### src/rtl/rnn_loader_if.sv
// Parameter memory read port and accelerator register bus seen by rnn_loader.
// The master side drives addresses and strobes; the slave side returns data.
interface rnn_loader_if;
    logic [15:0] p_addr;
    logic [15:0] p_rdata;
    logic        m_read;
    logic        m_write;
    logic [31:0] m_addr;
    logic [31:0] m_wdata;
    logic [31:0] m_rdata;

    modport master (
        output p_addr, m_read, m_write, m_addr, m_wdata,
        input  p_rdata, m_rdata
    );

    modport slave (
        input  p_addr, m_read, m_write, m_addr, m_wdata,
        output p_rdata, m_rdata
    );
endinterface

### src/rtl/rnn_loader.sv
// Streams RNN parameters from word memory into the accelerator, kicks it,
// polls its status register until DONE or timeout, then releases it.
module rnn_loader #(
    parameter int IN_LEN   = 4,
    parameter int R0_ROWS  = 4,
    parameter int R0_COLS  = 16,
    parameter int R1_ROWS  = 16,
    parameter int R1_COLS  = 16,
    parameter int RB_LEN   = 8,
    parameter int D_LEN    = 16,
    parameter int POLL_MAX = 1024
) (
    input  logic clk,
    input  logic rst_n,
    input  logic start,
    output logic busy,
    output logic done,
    output logic error,
    rnn_loader_if.master bus
);
    localparam int N = IN_LEN + R0_ROWS * R0_COLS + R1_ROWS * R1_COLS
                     + RB_LEN + D_LEN + 1;
    localparam int WW = $clog2(N + 1);
    localparam int PW = $clog2(POLL_MAX + 1);

    typedef enum logic [2:0] {
        IDLE, FETCH, WRITE, KICK, POLL_REQ, POLL_WAIT, RELEASE
    } state_t;

    state_t        state;
    logic [WW-1:0] wcnt;
    logic [PW-1:0] pcnt;
    logic [2:0]    seg;
    logic [7:0]    row;
    logic [7:0]    col;
    logic [15:0]   hdr;
    logic [15:0]   p_addr_q;
    logic          m_read_q;
    logic          m_write_q;
    logic [2:0]    m_addr_q;
    logic [7:0]    seg_rows;
    logic [7:0]    seg_cols;
    logic          col_last;
    logic          row_last;
    logic          unused_rdata;

    // 1D tensors are treated as a single row so one row/col walker serves all
    always_comb begin
        seg_rows = 8'd1;
        seg_cols = 8'd1;
        case (seg)
            3'd1: seg_cols = 8'(IN_LEN);
            3'd2: begin
                seg_rows = 8'(R0_ROWS);
                seg_cols = 8'(R0_COLS);
            end
            3'd3: begin
                seg_rows = 8'(R1_ROWS);
                seg_cols = 8'(R1_COLS);
            end
            3'd4: seg_cols = 8'(RB_LEN);
            3'd5: seg_cols = 8'(D_LEN);
            default: ;
        endcase
    end

    assign col_last = (col == seg_cols - 8'd1);
    assign row_last = (row == seg_rows - 8'd1);

    assign bus.p_addr  = p_addr_q;
    assign bus.m_read  = m_read_q;
    assign bus.m_write = m_write_q;
    assign bus.m_addr  = {29'd0, m_addr_q};
    // memory data arrives in the WRITE cycle itself, so it bypasses the regs
    assign bus.m_wdata = {hdr, (state == WRITE) ? bus.p_rdata : 16'd0};
    assign unused_rdata = ^bus.m_rdata[31:2];

    always_ff @(posedge clk) begin
        if (!rst_n) begin
            state     <= IDLE;
            busy      <= 1'b0;
            done      <= 1'b0;
            error     <= 1'b0;
            wcnt      <= '0;
            pcnt      <= '0;
            seg       <= 3'd1;
            row       <= 8'd0;
            col       <= 8'd0;
            hdr       <= 16'd0;
            p_addr_q  <= 16'd0;
            m_read_q  <= 1'b0;
            m_write_q <= 1'b0;
            m_addr_q  <= 3'd0;
        end else begin
            done      <= 1'b0;
            error     <= 1'b0;
            m_read_q  <= 1'b0;
            m_write_q <= 1'b0;
            m_addr_q  <= 3'd0;
            hdr       <= 16'd0;
            case (state)
                IDLE: if (start) begin
                    state    <= FETCH;
                    busy     <= 1'b1;
                    wcnt     <= '0;
                    pcnt     <= '0;
                    seg      <= 3'd1;
                    row      <= 8'd0;
                    col      <= 8'd0;
                    p_addr_q <= 16'd0;
                end
                FETCH: begin
                    state     <= WRITE;
                    m_write_q <= 1'b1;
                    m_addr_q  <= seg;
                    hdr       <= {row, col};
                end
                WRITE: begin
                    wcnt <= wcnt + 1'b1;
                    if (col_last) begin
                        col <= 8'd0;
                        if (row_last) begin
                            row <= 8'd0;
                            seg <= seg + 3'd1;
                        end else begin
                            row <= row + 8'd1;
                        end
                    end else begin
                        col <= col + 8'd1;
                    end
                    if (wcnt == WW'(N - 1)) begin
                        state     <= KICK;
                        m_write_q <= 1'b1;
                    end else begin
                        state    <= FETCH;
                        p_addr_q <= 16'(wcnt + 1'b1);
                    end
                end
                KICK: begin
                    state    <= POLL_REQ;
                    m_read_q <= 1'b1;
                    pcnt     <= '0;
                end
                POLL_REQ: state <= POLL_WAIT;
                POLL_WAIT: begin
                    if (bus.m_rdata[1:0] == 2'b11) begin
                        state     <= RELEASE;
                        m_write_q <= 1'b1;
                    end else if (pcnt == PW'(POLL_MAX - 1)) begin
                        state <= IDLE;
                        error <= 1'b1;
                        busy  <= 1'b0;
                    end else begin
                        state    <= POLL_REQ;
                        pcnt     <= pcnt + 1'b1;
                        m_read_q <= 1'b1;
                    end
                end
                RELEASE: begin
                    state <= IDLE;
                    done  <= 1'b1;
                    busy  <= 1'b0;
                end
                default: state <= IDLE;
            endcase
        end
    end
endmodule
### src/flat_wrapper.sv
// flat-port wrapper written by rule: the top's interface ports become plain ports
module rnn_loader_flat 
#(
    parameter int IN_LEN   = 4,
    parameter int R0_ROWS  = 4,
    parameter int R0_COLS  = 16,
    parameter int R1_ROWS  = 16,
    parameter int R1_COLS  = 16,
    parameter int RB_LEN   = 8,
    parameter int D_LEN    = 16,
    parameter int POLL_MAX = 1024
)
  (clk, rst_n, start, busy, done, error, bus_p_addr, bus_m_read, bus_m_write, bus_m_addr, bus_m_wdata, bus_p_rdata, bus_m_rdata);
  rnn_loader_if bus_i ();
  input  logic clk;
  input  logic rst_n;
  input  logic start;
  output logic busy;
  output logic done;
  output logic error;
  output wire logic [$bits(bus_i.p_addr)-1:0] bus_p_addr;
  output wire logic [$bits(bus_i.m_read)-1:0] bus_m_read;
  output wire logic [$bits(bus_i.m_write)-1:0] bus_m_write;
  output wire logic [$bits(bus_i.m_addr)-1:0] bus_m_addr;
  output wire logic [$bits(bus_i.m_wdata)-1:0] bus_m_wdata;
  input wire logic [$bits(bus_i.p_rdata)-1:0] bus_p_rdata;
  input wire logic [$bits(bus_i.m_rdata)-1:0] bus_m_rdata;
  assign bus_p_addr = bus_i.p_addr;
  assign bus_m_read = bus_i.m_read;
  assign bus_m_write = bus_i.m_write;
  assign bus_m_addr = bus_i.m_addr;
  assign bus_m_wdata = bus_i.m_wdata;
  assign bus_i.p_rdata = bus_p_rdata;
  assign bus_i.m_rdata = bus_m_rdata;
  rnn_loader #(.IN_LEN(IN_LEN), .R0_ROWS(R0_ROWS), .R0_COLS(R0_COLS), .R1_ROWS(R1_ROWS), .R1_COLS(R1_COLS), .RB_LEN(RB_LEN), .D_LEN(D_LEN), .POLL_MAX(POLL_MAX)) u_core (.clk(clk), .rst_n(rst_n), .start(start), .busy(busy), .done(done), .error(error), .bus(bus_i));
endmodule
### config.mk
export PLATFORM = sky130hd
export DESIGN_NAME = rnn_loader_flat
export DESIGN_NICKNAME = d
export VERILOG_FILES = /design/src/rtl/rnn_loader_if.sv /design/src/rtl/rnn_loader.sv /design/src/flat_wrapper.sv
export SDC_FILE = /design/constraint.sdc
export NUM_CORES = 1
export LEC_CHECK = 0
export ABC_AREA = 1
export CAP_MARGIN = 20
export CELL_PAD_IN_SITES_DETAIL_PLACEMENT = 2
export CELL_PAD_IN_SITES_GLOBAL_PLACEMENT = 2
export CORE_AREA = 5 5 180 95
export CTS_CLUSTER_SIZE = 12
export DETAILED_ROUTE_END_ITERATION = 6
export DIE_AREA = 0 0 185 100
export PLACE_DENSITY_LB_ADDON = 0.08
export SYNTH_ARGS = -nofsm -noshare
export SYNTH_HDL_FRONTEND = slang
export SYNTH_SLANG_ARGS = --single-unit
### constraint.sdc
create_clock -name clk -period 4.3 [get_ports clk]
set_input_delay 0.43 -clock clk [delete_from_list [all_inputs] [get_ports clk]]
set_output_delay 0.43 -clock clk [all_outputs]
set_load 0.01 [all_outputs]
# Word level (Yosys, flattened, before mapping)

Cells that the tools add are included.

Output and inout port bits: 85
Register bits after elaboration: 82
Bits of input ports: 51

Equality and inequality tests: 23
Reductions and logical operators: 13
Muxes and demuxes: 38
Add/sub/neg operators: 8
Bitwise logic cells: 2

Operators by type and width:

| operator                                          | number |
|---|---|
| 2-to-1 mux 16 bit                                 | 3 |
| 2-to-1 mux 11 bit                                 | 3 |
| one-hot mux 11 bit (3 select lines)               | 1 |
| 2-to-1 mux 8 bit                                  | 4 |
| one-hot mux 16 bit (2 select lines)               | 1 |
| one-hot mux 8 bit (2 select lines)                | 2 |
| one-hot mux 3 bit (6 select lines)                | 1 |
| one-hot mux 9 bit (2 select lines)                | 1 |
| adder 8 x 1 -> 8 bit (second input constant)      | 2 |
| == test 8 bit                                     | 2 |
| == test 3 bit (second input constant)             | 5 |
| 2-to-1 mux 3 bit                                  | 5 |
| one-hot mux 5 bit (3 select lines)                | 1 |
| == test 3 x 2 -> 1 bit (second input constant)    | 4 |
| AND reduction 4 bit                               | 3 |
| subtractor 5 x 1 -> 6 bit (second input constant) | 2 |
| adder 11 x 1 -> 11 bit (second input constant)    | 1 |
| == test 11 x 10 -> 1 bit (second input constant)  | 1 |
| adder 9 x 1 -> 10 bit (second input constant)     | 1 |
| one-hot mux 5 bit (2 select lines)                | 1 |
| adder 9 x 1 -> 9 bit (second input constant)      | 1 |
| == test 9 bit (second input constant)             | 1 |
| 2-to-1 mux 1 bit                                  | 9 |
| 2-to-1 mux 9 bit                                  | 1 |
| 16 further kinds                                  | 28 |

# Longest topological paths before layout

Depth in word-level cells: 7
Gate-level depth with buffers: 15
Mapped depth without buffers: 15

# Worst setup path after synthesis

Ideal clock, no wire load.

Path kind: register to register
Start point: reg u_core.seg[0]
End point: reg u_core.seg[1]
Arrival time: 1604 ps
Period minus slack after synthesis: 1731 ps
Slack: 2569 ps
Cell stages (with the launch flop): 14
Buffers on the path: 1
Data required time: 4172 ps
Cell sequence: dfxtp_1 inv_1 ha_1 nand2_1 inv_1 nor2_1 nand3_1 a21oi_1 nand3_2 nand2_2 buf_6 nand3_1 nand2_1 nor2_1

Cells in the longest elaborated chain, start to end: 7

Ends and longest elaborated chain:

| element                                                        | RTL line          | source |
|---|---|---|
| start: declaration                                             | rnn_loader.sv:33  | `logic [2:0] seg;` |
| start signal: assignment                                       | rnn_loader.sv:124 | `seg <= seg + 3'd1;` |
| == test 3 x 2 -> 1 bit / == test 3 bit (equally long branches) | rnn_loader.sv:51  | `case (seg)` |
| OR reduction 3 bit (no source line)                            | n/a               |  |
| one-hot mux 5 bit (3 select lines)                             | rnn_loader.sv:51  |  |
| subtractor 5 x 1 -> 6 bit                                      | rnn_loader.sv:67  | `assign col_last = (col == seg_cols - 8'd1);` |
| == test 8 bit                                                  | rnn_loader.sv:67  |  |
| inequality test 2 x 1 -> 1 bit (no source line)                | n/a               |  |
| AND reduction 4 bit (no source line)                           | n/a               |  |

Several ways; a longest one is shown, not always the timed one. The select of a mux whose other input is x is not followed.
A chain may end at the register's enable or synchronous reset.

# Worst setup path in the final report

Start point: reg u_core.state[1]
End point: out bus_m_wdata[6]

Cells in the longest elaborated chain, start to end: 2

Ends and longest elaborated chain:

| element                  | RTL line           | source |
|---|---|---|
| start: declaration       | rnn_loader.sv:30   | `state_t state;` |
| start signal: assignment | rnn_loader.sv:80   | `state <= IDLE;` |
| start signal: assignment | rnn_loader.sv:103  | `state <= FETCH;` |
| start signal: assignment | rnn_loader.sv:113  | `state <= WRITE;` |
| == test 3 x 2 -> 1 bit   | rnn_loader.sv:75   | `assign bus.m_wdata = {hdr, (state == WRITE) ? bus.p_rdata : 16'd0};` |
| 2-to-1 mux 16 bit        | rnn_loader.sv:75   |  |
| end: declaration         | flat_wrapper.sv:25 | `output wire logic [$bits(bus_i.m_wdata)-1:0] bus_m_wdata;` |

Every way passes these cells.

==> run_results.csv <==
group,metric,value,unit
run_status,status,"finished, final reports clean",
clocking,cts_made_buffers,9,
synth,avgSynthCellArea,7.10,um2
synth,ys_ff_latch,76,
floorplan,io_pins,136,
clocking,htreeDepth,3,
floorplan,initial_core_util,25.8,%
floorplan,core-area,0.0152,mm2
clocking,cts_num_sinks,76,
clocking,clkLatencyLatePin,0.33,ns
drt,drt_iter0_markers,83,
timing,fin_crit_sh,56.7,%
synth,synthArstFlopShare,0,%
floorplan,fp.dieH,100,um
power_and_ir_drop,power_switching,0.587,mW
floorplan,die_area,0.0185,mm2
power_and_ir_drop,swShare,29.0,%
clocking,path_clk_slew,0.06,ns
critical_path,cp_slowest_cell,"clkdlybuf4s50_1",
timing,skew,0.0102,ns
timing,post-route-min-period,2.44,ns
drt,via_per_inst,4.41,
drt,routed_wl,11900,um
cells_and_area,fin_nets,680,
power_and_ir_drop,vdd_drop_max,0.200,mV
drt,drt-pass1-iter-count,4,
power_and_ir_drop,finalPower,2.02,mW
timing,setup-violations-final,0,
grt,grt_antenna_before_repair,0,
power_and_ir_drop,p_comb_share,18.7,%
power_and_ir_drop,p_seq_share,37.9,%
cells_and_area,area_growth_syn_to_layout,27.7,%
synth,synth_ff_type,"dfxtp_1",
synth,ys_warn_count,0,
timing,rsz0062_at_grt,"no",
placed_design,dp_hpwl,8850,um
critical_path,start_kind,"flip-flop",
floorplan,num_rows,32,
grt,first_global_vias,3920,
power_and_ir_drop,clkPwrFrac,43.4,%
synth,yosysUniqueCellTypes,39,
clocking,clockBufferDepth,2,
synth,synth_edf_count,0,
synth,syn-cell-area,0.00392,mm2
critical_path,slowest_delay,0.56,ns
synth,yosysTopAreaCellShare,38.8,%
power_and_ir_drop,p_int,1.44,mW
timing,fmax,0.410,GHz
synth,synth_cells,552,
drt,wl_per_cell,14.3,um
power_and_ir_drop,leakage,1.99,nW
grt,grt_pass1_wl,19900,um
timing,tns,0,ns
placed_design,gp_congestion,0.723,
synth,synth_area_leaders,"dfxtp_1 (39%), nand2_1 (10%), nor2_1 (7.6%)",
clocking,cts-root-buf,"clkbuf_16",
critical_path,critPathCaptureType,"output pin",
timing,worst_pin_slew,0.721,ns
critical_path,required,3.87,ns
timing,setup_slack,1.86,ns
drt,postRouteAntennaNets,0,
placed_design,place.port_buffers,70,
critical_path,worstPathMaxFanout,28,
worst_hold_path,hp-class,"reg -> reg",
power_and_ir_drop,power_density,404,mW/mm2
grt,grt.overflow.total,0,
synth,synth_top_area_cell,"dfxtp_1",
critical_path,worstPathCellList,"inv_1, nor2_2, nand2_4, nor2_1, clkdlybuf4s50_1",
clocking,cts_hold_buf,0,
floorplan,die_w,185,um
placed_design,place_ws,1.80,ns
run,maxCapViolCount,0,
synth,ys_seq_area_share,38.8,%
grt,grt_usage,13.3,%
clocking,post_cts_buffers,0,
clocking,cts_tree,"done",
cells_and_area,antenna-diode-count,0,
grt,grt_max_degree,29,
critical_path,worst_ep_arrival_time,2.01,ns
drt,detail_route.drc_violations,0,
critical_path,worst-setup-path-type,"reg -> out",
timing,slew_violations,0,
timing,finalHoldViolCount,0,
cells_and_area,drive_gt1_share,6.57,%
timing,slew_headroom,51.8,%
drt,via_count,3654,
clocking,cts-resized-gates,0,
==> stage by stage <==
step | instance area [um2] | instances | hold slack [ns] | utilization [%]
after floorplan | 4050 | 586 | 0.444 | -
after global placement | 4660 | 812 | 0.454 | 30.7
after detailed placement | 4660 | 812 | 0.465 | 30.7
after CTS | 5010 | 828 | 0.472 | 32.9
after global routing | 5010 | 828 | 0.499 | 32.9
final | 5010 | 828 | 0.467 | 32.9
==> power groups by stage <==
stage | logic [mW] | registers, mW | clock network (mW)
after floorplan | 0.270 | 0.783 | 0
after global placement | 0.380 | 0.782 | 0
after detailed placement | 0.386 | 0.783 | 0
after CTS | 0.389 | 0.768 | 0.915
after global routing | 0.429 | 0.773 | 0.944
final | 0.378 | 0.767 | 0.880
==> worst max-delay path: cells and delay by family, from the launching register on <==
family                 cells  cell delay [ns]
and+or+nand+nor            3             0.58
buffers and inverters      2             0.66
DFF                        1             0.43
==> worst paths after layout <==
path / from / end / slack [ns] / cells after the start
setup / recovery: u_core.state[1] / bus_m_wdata[6] / 1.86 / 5
hold / removal: u_core.bus.p_addr[7] / u_core.bus.p_addr[7] / 0.47 / 2
setup reg to reg: u_core.seg[0] / u_core.row[3] / 1.97 / 12
hold reg to reg: u_core.bus.p_addr[7] / u_core.bus.p_addr[7] / 0.47 / 2
==> logic make-up after synthesis <==
kind of cell	share of synthesized area, %
adder cells (fa/ha/maj)	3.19
AND/OR/NAND/NOR	29.2
buffers and inverters	15.0
XOR/XNOR	2.46
AO/OA/AOI/OAI	11.2
other	0.0957
flip-flops	38.8
==> final cells by class <==
class | count | area [um2]
clock inverter | 6 | 113
fill | 1839 | 10200
sequential | 76 | 1520
timing repair buffer | 72 | 716
tap | 204 | 255
multi-input combinational | 398 | 1940
clock buffer | 10 | 229
inverter | 62 | 235
==> flip-flops by register name (all words and copies together) (netlist names), 3 cells and up <==
register,cells
u_core.m_addr_q,3
u_core.hdr,16
u_core.wcnt,9
u_core.bus.p_addr,10
u_core.seg,3
u_core.state,3
u_core.pcnt,11
u_core.row,8
u_core.col,8
==> cell usage after synthesis, types with 2 or more instances <==
| cell type | number |
|---|---|
| nand3b_1 | 3 |
| inv_1 | 54 |
| clkbuf_1 | 7 |
| a21oi_1 | 48 |
| o21ai_0 | 26 |
| nor2_2 | 3 |
| nor4_1 | 2 |
| xor2_1 | 10 |
| nand4_1 | 7 |
| nor2_1 | 79 |
| nor3_1 | 8 |
| inv_2 | 6 |
| nor3b_1 | 2 |
| o21a_1 | 2 |
| nand3_1 | 36 |
| buf_4 | 35 |
| o21ai_1 | 4 |
| buf_6 | 4 |
| or2_2 | 2 |
| nor2_4 | 2 |
| ha_1 | 10 |
| nand2_1 | 104 |
| dfxtp_1 | 76 |
| buf_2 | 3 |
| nand2_2 | 5 |
==> cell usage in the layout, fill, tap and decap left out, types with 2 or more instances in the layout <==
cell type | netlist | layout
nor2_2 | 3 | 3
xor2_1 | 10 | 10
nor3b_1 | 2 | 2
a21oi_1 | 48 | 48
dfxtp_1 | 76 | 76
inv_2 | 6 | 6
buf_4 | 35 | 2
o21ai_0 | 26 | 26
inv_1 | 54 | 54
nand2_2 | 5 | 5
nor3_1 | 8 | 8
o21a_1 | 2 | 2
nor2_1 | 79 | 79
ha_1 | 10 | 10
bufinv_16 | 0 | 3
nor2_4 | 2 | 2
clkinv_4 | 0 | 2
nand3b_1 | 3 | 3
nand4_1 | 7 | 7
nand2_1 | 104 | 104
nand3_1 | 36 | 36
nor4_1 | 2 | 2
conb_1 | 1 | 35
or2_2 | 2 | 2
clkdlybuf4s50_1 | 0 | 70
o21ai_1 | 4 | 4
clkbuf_16 | 0 | 9
==> routing by layer <==
layer	vias up	global-route usage, %	share of wire [%]
li1	1825	-	-
met5	-	0	0
met4	0	2.09	0.38
met3	5	3.51	3.0
met1	1770	17.6	48
met2	54	22.2	49
Power figures use the tool's default switching activity.
